## config.mk

```make
export PLATFORM = sky130hd
export DESIGN_NAME = i2s_frame_fifo_flat
export DESIGN_NICKNAME = d
export VERILOG_FILES = /design/src/rtl/i2s_pkg.sv /design/src/rtl/i2s_frame_fifo_if.sv /design/src/rtl/sync_fifo.sv /design/src/rtl/i2s_frame_fifo.sv /design/src/flat_wrapper.sv
export SDC_FILE = /design/constraint.sdc
export NUM_CORES = 1
export LEC_CHECK = 0
export CORE_MARGIN = 1.5
export CORE_UTILIZATION = 30
export DETAILED_ROUTE_END_ITERATION = 6
export PLACE_DENSITY = 0.56
export SYNTH_ARGS = -nofsm -noshare
export SYNTH_HDL_FRONTEND = slang
export SYNTH_SLANG_ARGS = --single-unit
```

## constraint.sdc

```tcl
create_clock -name ck -period 10.8 [get_ports ck]
set_input_delay 1.08 -clock ck [delete_from_list [all_inputs] [get_ports ck]]
set_output_delay 1.08 -clock ck [all_outputs]
set_load 0.01 [all_outputs]
```

## src/rtl/i2s_pkg.sv

```systemverilog
// Constants and the stereo-pair type shared by the I2S receive path.
package i2s_pkg;

  localparam int FRAME_BITS           = 64;
  localparam int EOW_LEFT             = 17;
  localparam int EOW_RIGHT            = 49;
  localparam int CAPTURE_POSN_DEFAULT = 50;
  localparam int SAMPLE_W             = 16;
  localparam int POSN_W               = $clog2(FRAME_BITS);

  typedef struct packed {
    logic [SAMPLE_W-1:0] left;
    logic [SAMPLE_W-1:0] right;
  } stereo_t;

endpackage

```

## src/rtl/i2s_frame_fifo_if.sv

```systemverilog
// Show-ahead stereo stream from the frame FIFO to the DSP pipeline.
interface i2s_frame_fifo_if;
  import i2s_pkg::*;

  logic                out_valid;
  logic                out_ready;
  logic [SAMPLE_W-1:0] out_left;
  logic [SAMPLE_W-1:0] out_right;

  modport master (output out_valid, output out_left, output out_right, input out_ready);
  modport slave  (input out_valid, input out_left, input out_right, output out_ready);

endinterface

```

## src/rtl/sync_fifo.sv

```systemverilog
// Synchronous FIFO with a registered show-ahead head; a push into a full FIFO
// is accepted only when a pop frees a slot in the same cycle.
module sync_fifo #(
  parameter int WIDTH  = 32,
  parameter int ADDR_W = 3
) (
  input  logic             ck,
  input  logic             rst,
  input  logic             push,
  input  logic [WIDTH-1:0] push_data,
  input  logic             pop_ready,
  output logic             out_valid,
  output logic [WIDTH-1:0] out_data,
  output logic [ADDR_W:0]  level,
  output logic             dropped
);

  localparam int                DEPTH      = 2 ** ADDR_W;
  localparam logic [ADDR_W:0]   FULL_LEVEL = {1'b1, {ADDR_W{1'b0}}};
  localparam logic [ADDR_W-1:0] PTR_ONE    = ADDR_W'(1);
  localparam logic [ADDR_W:0]   LVL_ONE    = (ADDR_W + 1)'(1);

  logic [WIDTH-1:0]  mem_q [DEPTH];
  logic [ADDR_W-1:0] rd_ptr_q, rd_ptr_d;
  logic [ADDR_W-1:0] wr_ptr_q, wr_ptr_d;
  logic [ADDR_W:0]   level_q, level_d;
  logic              valid_q, valid_d;
  logic [WIDTH-1:0]  out_q, out_d;
  logic              pop;
  logic              push_ok;

  always_comb begin
    pop      = valid_q & pop_ready;
    push_ok  = push & ((level_q != FULL_LEVEL) | pop);
    dropped  = push & ~push_ok;
    rd_ptr_d = pop ? rd_ptr_q + PTR_ONE : rd_ptr_q;
    wr_ptr_d = push_ok ? wr_ptr_q + PTR_ONE : wr_ptr_q;
    level_d  = level_q;
    if (push_ok && !pop) begin
      level_d = level_q + LVL_ONE;
    end else if (pop && !push_ok) begin
      level_d = level_q - LVL_ONE;
    end
    valid_d = (level_d != '0);
    // The incoming word becomes the new head when it lands exactly where the read pointer is heading.
    out_d = out_q;
    if (push_ok && (wr_ptr_q == rd_ptr_d)) begin
      out_d = push_data;
    end else if (pop) begin
      out_d = mem_q[rd_ptr_d];
    end
  end

  always_ff @(posedge ck) begin
    if (rst) begin
      rd_ptr_q <= '0;
      wr_ptr_q <= '0;
      level_q  <= '0;
      valid_q  <= 1'b0;
      out_q    <= '0;
    end else begin
      rd_ptr_q <= rd_ptr_d;
      wr_ptr_q <= wr_ptr_d;
      level_q  <= level_d;
      valid_q  <= valid_d;
      out_q    <= out_d;
    end
  end

  always_ff @(posedge ck) begin
    if (push_ok && !rst) begin
      mem_q[wr_ptr_q] <= push_data;
    end
  end

  assign out_valid = valid_q;
  assign out_data  = out_q;
  assign level     = level_q;

endmodule

```

## src/rtl/i2s_frame_fifo.sv

```systemverilog
// Snapshots one left/right pair per I2S frame into a FIFO and counts captures
// lost while the consumer stalls. The capture is registered once before the push.
module i2s_frame_fifo
  import i2s_pkg::*;
#(
  parameter int ADDR_W       = 3,
  parameter int CAPTURE_POSN = CAPTURE_POSN_DEFAULT,
  parameter int CNT_W        = 8
) (
  input  logic                ck,
  input  logic                rst,
  input  logic                en,
  input  logic                sample,
  input  logic [POSN_W-1:0]   frame_posn,
  input  logic [SAMPLE_W-1:0] left,
  input  logic [SAMPLE_W-1:0] right,
  i2s_frame_fifo_if.master    dout,
  output logic [ADDR_W:0]     level,
  output logic                overrun,
  output logic [CNT_W-1:0]    overrun_count
);

  localparam logic [POSN_W-1:0] CAP_POSN = POSN_W'(CAPTURE_POSN);
  localparam logic [CNT_W-1:0]  CNT_ONE  = CNT_W'(1);

  logic             cap_q, cap_d;
  stereo_t          pair_q, pair_d;
  logic             overrun_q, overrun_d;
  logic [CNT_W-1:0] count_q, count_d;
  logic             dropped;
  stereo_t          head;

  always_comb begin
    cap_d        = en & sample & (frame_posn == CAP_POSN);
    pair_d.left  = left;
    pair_d.right = right;
    overrun_d    = dropped;
    count_d      = count_q;
    if (dropped && (count_q != '1)) begin
      count_d = count_q + CNT_ONE;
    end
  end

  always_ff @(posedge ck) begin
    if (rst) begin
      cap_q     <= 1'b0;
      pair_q    <= '0;
      overrun_q <= 1'b0;
      count_q   <= '0;
    end else begin
      cap_q     <= cap_d;
      pair_q    <= pair_d;
      overrun_q <= overrun_d;
      count_q   <= count_d;
    end
  end

  sync_fifo #(
    .WIDTH ($bits(stereo_t)),
    .ADDR_W(ADDR_W)
  ) u_fifo (
    .ck       (ck),
    .rst      (rst),
    .push     (cap_q),
    .push_data(pair_q),
    .pop_ready(dout.out_ready),
    .out_valid(dout.out_valid),
    .out_data (head),
    .level    (level),
    .dropped  (dropped)
  );

  assign dout.out_left  = head.left;
  assign dout.out_right = head.right;
  assign overrun        = overrun_q;
  assign overrun_count  = count_q;

endmodule

```

## src/flat_wrapper.sv

```systemverilog
// flat-port wrapper written by rule: the top's interface ports become plain ports
module i2s_frame_fifo_flat import i2s_pkg::*;
#(
  parameter int ADDR_W       = 3,
  parameter int CAPTURE_POSN = CAPTURE_POSN_DEFAULT,
  parameter int CNT_W        = 8
)
  (ck, rst, en, sample, frame_posn, left, right, level, overrun, overrun_count, dout_out_valid, dout_out_left, dout_out_right, dout_out_ready);
  i2s_frame_fifo_if dout_i ();
  input  logic ck;
  input  logic rst;
  input  logic en;
  input  logic sample;
  input  logic [POSN_W-1:0] frame_posn;
  input  logic [SAMPLE_W-1:0] left;
  input  logic [SAMPLE_W-1:0] right;
  output logic [ADDR_W:0] level;
  output logic overrun;
  output logic [CNT_W-1:0] overrun_count;
  output wire logic [$bits(dout_i.out_valid)-1:0] dout_out_valid;
  output wire logic [$bits(dout_i.out_left)-1:0] dout_out_left;
  output wire logic [$bits(dout_i.out_right)-1:0] dout_out_right;
  input wire logic [$bits(dout_i.out_ready)-1:0] dout_out_ready;
  assign dout_out_valid = dout_i.out_valid;
  assign dout_out_left = dout_i.out_left;
  assign dout_out_right = dout_i.out_right;
  assign dout_i.out_ready = dout_out_ready;
  i2s_frame_fifo #(.ADDR_W(ADDR_W), .CAPTURE_POSN(CAPTURE_POSN), .CNT_W(CNT_W)) u_core (.ck(ck), .rst(rst), .en(en), .sample(sample), .frame_posn(frame_posn), .left(left), .right(right), .dout(dout_i), .level(level), .overrun(overrun), .overrun_count(overrun_count));
endmodule
```

==> summary.log <==
INFO  setup_path     r2r_start=u_core.u_fifo.level[0]
INFO  yosys          synth-seq-cells=341
INFO  drt            wl_met2=14.9mm
INFO  finish         multi_input_area=3670squm
INFO  clock_tree     maximum_level_of_the_cts_h_tree=2
INFO  pwr            vdd_drop_max=0.117mV
INFO  timing         rsz0062_at_grt=false
INFO  drt            via_per_inst=4.81
INFO  floorplanning  die_width=212microns
INFO  drt            detail_route.drc_violations=0
INFO  timing         finalCriticalPeriod=4.18ns
INFO  floorplanning  die_area=45,100squm
INFO  status         result_of_the_run=completed
INFO  run            max_cap_violations=0
INFO  setup_path     worstSetupStartpoint=dout_out_ready
INFO  drt            drt_first_pass_iters=5
INFO  clock_tree     clock_latency=0.51ns
INFO  clock_tree     cts_made_buffers=36
INFO  timing         fin_ws=6.62ns
INFO  floorplanning  height_of_the_die=212microns
INFO  floorplanning  start_util=30.5%
INFO  place          port_buffers=88
INFO  drt            met1Wirelength=14.2mm
INFO  pwr            power.leakage=5.42nW
INFO  drt            detail-route-antenna-nets=0
INFO  timing         slew_headroom=20.8%
INFO  setup_path     timing.rr.end=u_core.u_fifo.out_data[30]
INFO  clock_tree     clock-root-buffer=sky130_fd_sc_hd__clkbuf_16
INFO  yosys          mappedNetlistNets=960
INFO  global_route   antenna_found_initial=0
INFO  yosys          synthesis.area=13,200squm
INFO  finish         antennaDiodeCount=0
INFO  clock_tree     number_of_buffers_inserted_by_post_cts_setup_repair=0
INFO  setup_path     ff2ff_setup_slack=7.16ns
INFO  setup_path     worst_setup_path_end_kind=register
INFO  timing         finalHoldWorstSlack=0.501ns
INFO  yosys          async_reset_ff_share=0%
INFO  floorplanning  rows=76
INFO  timing         finalClockSkew=0.00967ns
INFO  pwr            power_density_normalized_to_cell_area=220nW/um^2
INFO  finish         layout_area_growth_over_synthesis=22.1%
INFO  yosys          yosysTopAreaCellShare=58.4%
INFO  place          pre_cts_ws=6.07ns
INFO  timing         tightest_slew=1.18ns
INFO  drt            route.top_layer_used=met4
INFO  global_route   globalRoute.totalOverflow=0
INFO  drt            routedWlPerCell=19.4microns
INFO  setup_path     cp_data_arrival_time=4.59ns
INFO  yosys          synth_cells=912
INFO  clock_tree     cts_tree=done
INFO  finish         nFillCells=4,150
INFO  yosys          synth-edff-count=256
INFO  drt            vias=7,729
INFO  setup_path     start_kind=input port
INFO  setup_path     crit_fanout=69
INFO  yosys          synth_cell_types=46
INFO  timing         setup-tns-final=0ns
INFO  worst_hold_path worst_hold_path.endpoint=u_core.u_fifo.out_data[12]
INFO  yosys          syn-mean-instance-area=14.4squm
INFO  yosys          post_synth_most_frequent_cells=sky130_fd_sc_hd__edfxtp_1, sky130_fd_sc_hd__nand2_1, sky130_fd_sc_hd__dfxtp_1
INFO  global_route   via_count_of_the_first_global_routing_pass=7,911
INFO  place          post-dp-hpwl=16.2mm
INFO  global_route   grt_start_max_net_pins=70
INFO  finish         finish.net_count=1,045
INFO  yosys          synth-warning-count=0
INFO  worst_hold_path hold-path-cell-count=2
INFO  worst_hold_path timing.hold.worst.class=reg -> reg
INFO  setup_path     timing.critical_path.required=11.20ns
INFO  floorplanning  core_area=43,200squm
INFO  clock_tree     clkSinkCount=341
INFO  clock_tree     holdBufCountCts=0
INFO  timing         timing.final.max_slew_violations=0
INFO  clock_tree     cts_resized=0
INFO  drt            wl=31.2mm
INFO  timing         final_hold_viol_count=0
INFO  finish         final-seq-area=9390squm
INFO  yosys          synth.most_common_cell=sky130_fd_sc_hd__edfxtp_1
INFO  yosys          dominantRegCellSynth=sky130_fd_sc_hd__edfxtp_1
INFO  setup_path     timing.setup.critical_path_class=in -> reg
INFO  clock_tree     clk_path_buf_depth=3
INFO  timing         timing.final.crit_share=38.7%
INFO  place          globalplace.congestion=0.727
INFO  drt            drt_first_iter_violations=566
INFO  yosys          synth-seq-area-share=71.3%
INFO  setup_path     worst_reg_to_reg_cells=8
INFO  clock_tree     clkTransAtPathRegs=0.06ns
INFO  timing         setup-violations-final=0
INFO  timing         fmax=0.239GHz
INFO  floorplanning  io_pins=89
INFO  yosys          post_synth_main_area_contributors=sky130_fd_sc_hd__edfxtp_1, sky130_fd_sc_hd__dfxtp_1, sky130_fd_sc_hd__mux2i_1
INFO  yosys          synth.largest_area_cell=sky130_fd_sc_hd__edfxtp_1
INFO  worst_hold_path min_from=u_core.u_fifo.out_data[12]
INFO  drt            met3_length=1.42mm
INFO  global_route   grt_pass1_wl=47.5mm
INFO  global_route   grt_util_all_layers=14.1%
INFO  finish         post_route_cells_drive_above_1_share=9.19%
==> where the power goes <==
| part | switching, mW | internal (mW) |
|---|---|---|
| registers | 0.0576 | 1.45 |
| logic | 0.408 | 0.329 |
| clock network | 0.489 | 0.798 |
| total | 0.954 | 2.58 |
==> logic make-up after synthesis <==
group	after synthesis	share of synthesized area, %
AND/OR/NAND/NOR	298	11.6
adder cells (fa/ha/maj)	5	0.475
multiplexers	65	4.94
flip-flops	341	71.3
XOR/XNOR	13	1.13
buffers and inverters	66	2.01
AO/OA/AOI/OAI	124	8.52
==> per-layer routing <==
layer | global-route usage, % | vias up
li1 | - | 3655
met1 | 18.7 | 3827
met2 | 23.3 | 190
met3 | 2.45 | 57
met4 | 4.96 | 0
met5 | 0 | -
==> critical path, stage by stage <==
cell and delay (ns):
sky130_fd_sc_hd__clkdlybuf4s50_1 0.61, sky130_fd_sc_hd__and2_1 0.38, sky130_fd_sc_hd__xnor2_2 0.14, sky130_fd_sc_hd__buf_4 0.69, sky130_fd_sc_hd__buf_4 0.92, sky130_fd_sc_hd__nand2_1 0.12
sky130_fd_sc_hd__a32o_1 0.29, sky130_fd_sc_hd__o311ai_1 0.29
==> worst max-delay path by stage <==
stage                                 end  slack, ns  cells after the start
3_3_place_gp   u_core.u_fifo.out_data[30]       6.18                      7
6_report       u_core.u_fifo.out_data[17]       6.62                      8
4_1_cts        u_core.u_fifo.out_data[21]       6.62                      8
3_5_place_dp   u_core.u_fifo.out_data[30]       6.07                      7
5_1_grt        u_core.u_fifo.out_data[21]       6.33                      8
2_1_floorplan   u_core.u_fifo.mem_q[2][0]       5.53                      4
==> state kept, by name (all words and copies together) (netlist names), 3 cells and up <==
name / cells
u_core.overrun_count: 8
u_core.pair_q: 32
u_core.u_fifo.level: 4
u_core.u_fifo.mem_q: 256
u_core.u_fifo.out_data: 32
u_core.u_fifo.rd_ptr_q: 3
u_core.u_fifo.wr_ptr_q: 3
==> layout make-up <==
type,count,area share (%)
Clock inverter,18,1.54
Inverter,6,0.140
Tap cell,585,4.55
Clock buffer,46,6.22
Multi-Input combinational cell,505,22.8
Sequential cell,341,58.4
Timing Repair Buffer,107,6.35
==> per-stage QoR <==
step	cells	utilization (%)	cell area, sq um	power [mW]
final	1608	37.2	16100	3.53
after global routing	1608	37.2	16100	3.69
after CTS	1608	37.2	16100	3.58
after detailed placement	1544	34.4	14800	2.29
after global placement	1544	34.4	14800	2.27
after floorplan	912	-	13200	2.02
==> cells in the final DEF, fill, tap and decap left out, types with 3 or more instances in the layout <==
| cell type | netlist | routed |
|---|---|---|
| sky130_fd_sc_hd__inv_1 | 6 | 6 |
| sky130_fd_sc_hd__nand3b_1 | 67 | 67 |
| sky130_fd_sc_hd__dfxtp_1 | 85 | 85 |
| sky130_fd_sc_hd__clkinvlp_4 | 0 | 3 |
| sky130_fd_sc_hd__nor2b_1 | 32 | 32 |
| sky130_fd_sc_hd__nand2_1 | 144 | 144 |
| sky130_fd_sc_hd__and3_1 | 4 | 4 |
| sky130_fd_sc_hd__edfxtp_1 | 256 | 256 |
| sky130_fd_sc_hd__or3_1 | 4 | 3 |
| sky130_fd_sc_hd__xnor2_1 | 8 | 7 |
| sky130_fd_sc_hd__clkdlybuf4s50_1 | 0 | 87 |
| sky130_fd_sc_hd__a211oi_1 | 3 | 3 |
| sky130_fd_sc_hd__bufinv_16 | 0 | 6 |
| sky130_fd_sc_hd__nor3_1 | 7 | 5 |
| sky130_fd_sc_hd__o21ai_0 | 5 | 5 |
| sky130_fd_sc_hd__clkbuf_1 | 48 | 5 |
| sky130_fd_sc_hd__buf_4 | 1 | 20 |
| sky130_fd_sc_hd__nand3_1 | 5 | 5 |
| sky130_fd_sc_hd__nor2_4 | 0 | 5 |
| sky130_fd_sc_hd__clkinv_2 | 0 | 5 |
| sky130_fd_sc_hd__ha_1 | 5 | 5 |
| sky130_fd_sc_hd__clkbuf_8 | 0 | 4 |
| sky130_fd_sc_hd__mux2i_1 | 65 | 65 |
| sky130_fd_sc_hd__nor2_1 | 23 | 18 |
| sky130_fd_sc_hd__o311ai_1 | 31 | 31 |
| sky130_fd_sc_hd__a21oi_1 | 5 | 5 |
| sky130_fd_sc_hd__clkinv_1 | 0 | 3 |
| sky130_fd_sc_hd__a32o_1 | 64 | 64 |
| sky130_fd_sc_hd__clkbuf_16 | 0 | 37 |
No activity file was read; power rests on OpenSTA's default activity.
